File: config.mk
export PLATFORM = sky130hd
export DESIGN_NAME = base_fifo_sync
export DESIGN_NICKNAME = d
export VERILOG_FILES = /design/src/rtl/fifo_pkg.sv /design/src/rtl/fifo_ram_sdp.sv /design/src/rtl/base_fifo_sync.sv
export SDC_FILE = /design/constraint.sdc
export NUM_CORES = 2
export LEC_CHECK = 0
export ABC_CLOCK_PERIOD_IN_PS = 3600
export BUFFER_PORTS_ARGS = -buffer_cell sky130_fd_sc_hd__buf_2
export CORE_ASPECT_RATIO = 0.6
export CORE_MARGIN = 2
export CORE_UTILIZATION = 35
export DETAILED_ROUTE_END_ITERATION = 12
export HOLD_SLACK_MARGIN = 0.1
export PLACE_DENSITY = 0.6
export SETUP_SLACK_MARGIN = 0.15
export SLEW_MARGIN = 15
export SYNTH_ARGS = -nofsm -noshare
export SYNTH_HDL_FRONTEND = slang
export SYNTH_MEMORY_MAX_BITS = 65536
export SYNTH_SLANG_ARGS = --single-unit
File: constraint.sdc
create_clock -name Clk -period 3.6 [get_ports Clk]
set_input_delay 0.54 -clock Clk [delete_from_list [all_inputs] [get_ports Clk]]
set_output_delay 0.54 -clock Clk [all_outputs]
set_load 0.1 [all_outputs]
File: src/rtl/fifo_pkg.sv
// Shared helpers and constants for the synchronous FIFO family.
package fifo_pkg;

  localparam int unsigned FIFO_MODE_STD  = 0;
  localparam int unsigned FIFO_MODE_FWFT = 1;

  // Ceiling log2; clog2(1) == 0.
  function automatic int unsigned clog2(input int unsigned value);
    int unsigned result;
    result = 0;
    for (int unsigned i = 0; i < 32; i++) begin
      if ((64'(1) << i) < 64'(value)) result = i + 1;
    end
    return result;
  endfunction

  // Read/write pointers carry one extra wrap bit above the address.
  function automatic int unsigned ptr_width(input int unsigned depth);
    return clog2(depth) + 1;
  endfunction

endpackage

File: src/rtl/fifo_ram_sdp.sv
// Simple dual-port RAM: synchronous write, registered read, single clock.
// The read register resets to zero so it can drive the FIFO output directly.
module fifo_ram_sdp
  import fifo_pkg::*;
#(
  parameter int unsigned Width = 9,
  parameter int unsigned Depth = 512
) (
  input  logic                      Clk,
  input  logic                      Reset,
  input  logic                      WrEn,
  input  logic [clog2(Depth)-1:0]   WrAddr,
  input  logic [Width-1:0]          WrData,
  input  logic                      RdEn,
  input  logic [clog2(Depth)-1:0]   RdAddr,
  output logic [Width-1:0]          RdData
);

  logic [Width-1:0] mem [Depth];

  // Write port.
  always_ff @(posedge Clk) begin
    if (WrEn) mem[WrAddr] <= WrData;
  end

  // Registered read port; holds its value between reads.
  always_ff @(posedge Clk) begin
    if (Reset)     RdData <= '0;
    else if (RdEn) RdData <= mem[RdAddr];
  end

endmodule

File: src/rtl/base_fifo_sync.sv
// Single-clock FIFO with standard or first-word-fall-through read mode,
// exact data count, programmable thresholds and sticky error flags.
// Optional macro FIFO_HWM_EN adds the HighWater output.
module base_fifo_sync
  import fifo_pkg::*;
#(
  parameter int unsigned Width          = 9,
  parameter int unsigned Depth          = 512,
  parameter int unsigned FirstWordFall  = FIFO_MODE_STD,
  parameter int unsigned ProgEmptyValue = 10,
  parameter int unsigned ProgFullValue  = 14,
  parameter int unsigned DataCountWidth = 10
) (
  input  logic                      Clk,
  input  logic                      Reset,
  input  logic                      Write,
  input  logic [Width-1:0]          Din,
  input  logic                      Read,
  output logic [Width-1:0]          Dout,
  output logic                      Valid,
  output logic                      Empty,
  output logic                      Full,
  output logic                      ProgEmpty,
  output logic                      ProgFull,
  output logic [DataCountWidth-1:0] DataCount,
  input  logic                      ClearErr,
  output logic                      Overflow,
  output logic                      Underflow
`ifdef FIFO_HWM_EN
  ,
  output logic [DataCountWidth-1:0] HighWater
`endif
);

  localparam int unsigned AW   = clog2(Depth);
  localparam int unsigned PW   = ptr_width(Depth);
  localparam bit          FWFT = (FirstWordFall == FIFO_MODE_FWFT);
  localparam logic [DataCountWidth-1:0] DEPTH_C = DataCountWidth'(Depth);
  localparam logic [DataCountWidth-1:0] PE_C    = DataCountWidth'(ProgEmptyValue);
  localparam logic [DataCountWidth-1:0] PF_C    = DataCountWidth'(ProgFullValue);

  logic [PW-1:0]             wr_ptr, rd_ptr, wr_ptr_nxt, rd_ptr_nxt;
  logic [DataCountWidth-1:0] count_q, count_nxt;
  logic                      valid_q, valid_nxt;
  logic                      empty_q, full_q, prog_empty_q, prog_full_q;
  logic                      ovf_q, udf_q;
  logic                      wr_ok, rd_pop, ram_rd, ram_has;
  logic                      ptr_eq_nxt, ptr_full_nxt;

  // Accept/pop decisions and next-state arithmetic.
  // In FWFT the RAM read register is the output stage: it is refilled
  // whenever it is empty or being popped and the RAM still holds words.
  always_comb begin
    wr_ok   = Write && !full_q;
    ram_has = (wr_ptr != rd_ptr);
    if (FWFT) begin
      rd_pop    = Read && valid_q;
      ram_rd    = ram_has && (!valid_q || rd_pop);
      valid_nxt = ram_rd || (valid_q && !rd_pop);
    end else begin
      rd_pop    = Read && !empty_q;
      ram_rd    = rd_pop;
      valid_nxt = rd_pop;
    end
    wr_ptr_nxt   = wr_ptr + PW'(wr_ok);
    rd_ptr_nxt   = rd_ptr + PW'(ram_rd);
    count_nxt    = count_q + DataCountWidth'(wr_ok) - DataCountWidth'(rd_pop);
    ptr_eq_nxt   = (wr_ptr_nxt == rd_ptr_nxt);
    ptr_full_nxt = (wr_ptr_nxt[PW-1] != rd_ptr_nxt[PW-1]) &&
                   (wr_ptr_nxt[PW-2:0] == rd_ptr_nxt[PW-2:0]);
  end

  // Pointers, count and status flags, all reflecting the post-edge state.
  always_ff @(posedge Clk) begin
    if (Reset) begin
      wr_ptr       <= '0;
      rd_ptr       <= '0;
      count_q      <= '0;
      valid_q      <= 1'b0;
      empty_q      <= 1'b1;
      full_q       <= 1'b0;
      prog_empty_q <= 1'b1;
      prog_full_q  <= 1'b0;
    end else begin
      wr_ptr       <= wr_ptr_nxt;
      rd_ptr       <= rd_ptr_nxt;
      count_q      <= count_nxt;
      valid_q      <= valid_nxt;
      empty_q      <= FWFT ? !valid_nxt : ptr_eq_nxt;
      full_q       <= FWFT ? (count_nxt == DEPTH_C) : ptr_full_nxt;
      prog_empty_q <= (count_nxt <= PE_C);
      prog_full_q  <= (count_nxt >= PF_C);
    end
  end

  // Sticky error flags; a clear wins over a same-cycle set.
  always_ff @(posedge Clk) begin
    if (Reset || ClearErr) begin
      ovf_q <= 1'b0;
      udf_q <= 1'b0;
    end else begin
      if (Write && full_q) ovf_q <= 1'b1;
      if (Read && empty_q) udf_q <= 1'b1;
    end
  end

`ifdef FIFO_HWM_EN
  logic [DataCountWidth-1:0] hwm_q;

  // Peak occupancy since reset or error clear, tracked alongside the count.
  always_ff @(posedge Clk) begin
    if (Reset)                  hwm_q <= '0;
    else if (ClearErr)          hwm_q <= count_nxt;
    else if (count_nxt > hwm_q) hwm_q <= count_nxt;
  end

  assign HighWater = hwm_q;
`endif

  fifo_ram_sdp #(
    .Width (Width),
    .Depth (Depth)
  ) u_ram (
    .Clk    (Clk),
    .Reset  (Reset),
    .WrEn   (wr_ok),
    .WrAddr (wr_ptr[AW-1:0]),
    .WrData (Din),
    .RdEn   (ram_rd),
    .RdAddr (rd_ptr[AW-1:0]),
    .RdData (Dout)
  );

  assign Valid     = valid_q;
  assign Empty     = empty_q;
  assign Full      = full_q;
  assign ProgEmpty = prog_empty_q;
  assign ProgFull  = prog_full_q;
  assign DataCount = count_q;
  assign Overflow  = ovf_q;
  assign Underflow = udf_q;

endmodule

==> results by group <==
Setup path
  • CP max stage delay: 650 ps
  • CP cell instances: clkinv_2 > nand2_2 > buf_4 > o221ai_1 > buf_4 > a21oi_1 > o22ai_2 > buf_4 > a31oi_1 > a21oi_4 > o2bb2ai_1
  • Worst r2r src: rd_ptr[4]
  • CP Class: flop to flop
  • Worst path required time: 4510 ps
  • Critical path endpoint category: flop
  • CP top delay family: compound AO/OA/AOI/OAI gates
  • Worst path most repeated cell: buf_4
  • Reg-to-reg endpoint: u_ram.RdData[7]
  • Worst reg-to-reg setup slack: 40 ps
  • Critical path arrival: 4470 ps
  • Worst Setup Start Kind: flop
  • Buf+Inv Stages, Crit Path: 4
  • Reg2reg path depth: 11
  • Max FO, Critical Path: 9
  • Worst path depth: 11
  • Worst path slowest cell: nand2_2

Power and ir drop
  • P_leak: 66.39 nW
  • Pwr/cell area: 531.1 mW/mm^2
  • Worst vdd ir: 0.0004442 V

Detailed routing
  • Post-DRT Antenna Nets: 0
  • TritonRoute pass-1 iters: 9
  • DRT iter0 DRCs: 19733
  • Routed WL: 615400 um
  • Vias per cell: 5.952
  • Residual DRC: 0
  • WL per Instance: 35.09 um
  • Vias: 104390

Clocking
  • CTS tree: yes
  • Worst skew pair latency: 1000 ps
  • Clock Sinks: 4654
  • Reg clk slew, reported paths: 70 ps
  • CTS H-Tree Depth: 5
  • Clock root cell: clkbuf_16
  • Total CTS buffers: 391
  • Max clock buf depth: 4

Synthesis
  • Yosys cell types: 83
  • Post-synthesis cell count: 8962
  • Ys async rst share: 0
  • Syn Nets: 8990
  • Mean Syn Cell Area: 20.29 um^2
  • Post-synthesis cell area: 0.1819 mm^2
  • Largest area contributor in the netlist: edfxtp_1
  • Synthesized flop and latch total: 4654
  • Top cell type's share of synthesized area: 0.7609
  • YS warnings: 0
  • Largest cells by area after synthesis: edfxtp_1, mux4_2, mux2i_1
  • Sequential fraction of the synthesis area: 0.7659
  • Synth Flop Type: edfxtp_1
  • Number of flops mapped to enable cells by yosys: 4608

Global routing
  • Gr usage total: 0.2246
  • First-pass GRT wire length: 824200 um
  • Vias in the first global route: 97468
  • Largest net degree at the start of global routing: 139
  • GR Util met1: 0.3330
  • Global route overflow: 0
  • Global route hottest layer: met1
  • Initial antenna violation count: 61
  • Met3 global-route usage: 0.1051
  • Met2 usage: 0.2971

Floorplanning
  • Core Area: 0.5186 mm^2
  • Initial core utilization: 0.3507
  • FP Rows: 205
  • IO Pins: 40
  • Die area: 0.5256 mm^2
  • Die Wd: 934.6 um
  • DIE HEIGHT: 562.4 um

Timing
  • Fin. Hold Viols: 0
  • Slew @ Worst Pin: 1304 ps
  • Pins over their slew limit: 0
  • Skew final: 85.62 ps
  • Slew margin rel.: 0.1271
  • Finish-stage setup viols: 0
  • Final Cycle Share: 0.9889
  • RSZ-0062 raised after global routing: true
  • FMAX: 0.2809 GHz
  • Crit path time final: 3560 ps
  • Hold slack: 285.4 ps

Min path
  • Worst Hold Depth: 1
  • Min-Delay Endpoint: u_ram.mem[214][0]
  • Hold Path Class: input port to flop
  • Hold Path Origin: Din[0]

Placed design
  • Post-Place Cells: 16696
  • Port Buffers: 39
  • Final HPWL DP: 408500 um
  • GPL Wtd Cong: 0.9439

Finish
  • Area Growth Syn to Fin: 17.68%
  • Nets: 10255
  • Layout Cells excl Fill: 17538
  • Share of cells above drive strength 1: 0.2873
  • Commonest non-fill, non-tap cells in the layout: edfxtp_1, buf_4, mux4_2, nor2_1, mux2i_1
  • Commonest non-fill, non-tap cell in the layout: edfxtp_1

Run status
  • Outcome: complete, no violations

Run
  • Max-cap violations: 0
[worst reg2reg max path: cells and delay by family, from the launching register on]
kind / cells / cell delay, ps
DFF: 1 / 370
buffers and inverters: 4 / 1110
and+or+nand+nor: 1 / 660
AOI/OAI and AO/OA: 6 / 1340
[metal layers]
metal	vias to the layer above	wire length, um
li1	39798	-
met1	55020	245700
met2	8604	245600
met3	944	107700
met4	24	16190
met5	-	173
[what timing repair did]
action | in CTS | in global routing
gates cloned | 1 | 11
setup endpoints to repair | 8 | 12
hold buffers | 13 | 0
resized for setup | 78 | 86
buffers inserted | 8 | 39
pin swaps | 6 | 8
endpoints found under the hold margin | 192 | 0
[through the flow]
step / power (mW) / TNS, ps / area [um^2] / setup WS, ps / utilization
4_1_cts: 113.4 / 0 / 212900 / 118.3 / 0.4105
2_1_floorplan: 67.33 / 0 / 181900 / 298.4 / -
5_1_grt: 116.3 / 0 / 213900 / 67.96 / 0.4124
3_3_place_gp: 70.81 / -2353 / 199700 / -450.8 / 0.3851
6_report: 113.7 / 0 / 214000 / 39.78 / 0.4126
3_5_place_dp: 70.95 / -1700 / 199700 / -477.6 / 0.3851
[cell families (layout without fill, tap and decap cells)]
logic type / after synthesis / in the layout / share of synthesized area
xor gates and xnor gates: 35 / 35 / 0.001686
DFF: 4654 / 4654 / 0.7659
AOI/OAI and AO/OA: 1018 / 1018 / 0.03902
other: 0 / 59 / 0
adders and majority gates: 14 / 14 / 0.001004
and+or+nand+nor: 1137 / 1137 / 0.02622
muxes: 1514 / 1514 / 0.1448
buffers and inverters: 590 / 2173 / 0.02129
[power by group]
group | total (mW) | switching (mW) | internal (mW)
clock | 43.2 | 20.1 | 23.1
combinational | 10.8 | 6.25 | 4.57
sequential | 59.7 | 0.0991 | 59.6
total | 114 | 26.5 | 87.2
[sequential cells by signal (all words and copies together), names as in the netlist]
register / cells
ProgEmpty: 1
Valid: 1
Overflow: 1
rd_ptr: 10
u_ram.RdData: 9
wr_ptr: 10
ProgFull: 1
DataCount: 10
Full: 1
Empty: 1
Underflow: 1
u_ram.mem: 4608
[worst max-delay path by stage]
stage,startpoint,endpoint,slack [ps]
after global routing,rd_ptr[0],u_ram.RdData[4],70
after CTS,rd_ptr[0],u_ram.RdData[0],120
after global placement,rd_ptr[0],u_ram.RdData[3],-450
final,rd_ptr[4],u_ram.RdData[7],40
after floorplan,Empty,ProgEmpty,300
after detailed placement,rd_ptr[0],u_ram.RdData[3],-480
[Yosys cell counts (all sizes together), types with 13 or more instances]
master and instances:
a211oi 27, a21oi 212, a221oi 19, a22oi 90
a31oi 36, a32oi 13, and2 18, and3 22
buf 334, clkbuf 234, dfxtp 46, edfxtp 4608
ha 13, inv 20, mux2 23, mux2i 603
mux4 888, nand2 236, nand3 59, nor2 648
nor2b 26, nor3 63, nor4 15, o211ai 14
o21ai 107, o221ai 210, o22ai 156, o31ai 14
xnor2 22, xor2 13
[area by class of cell]
type                            instances  area, um^2
Fill cell                           44986      304600
Sequential cell                      4654      139300
Multi-Input combinational cell       3718       39500
Timing Repair Buffer                 1440       13720
Clock buffer                          480       10350
Tap cell                             6934        8676
Clock inverter                        231        2191
Antenna cell                           59       147.6
Inverter                               22       106.4
Note: power is estimated with default switching activity, not from simulation.
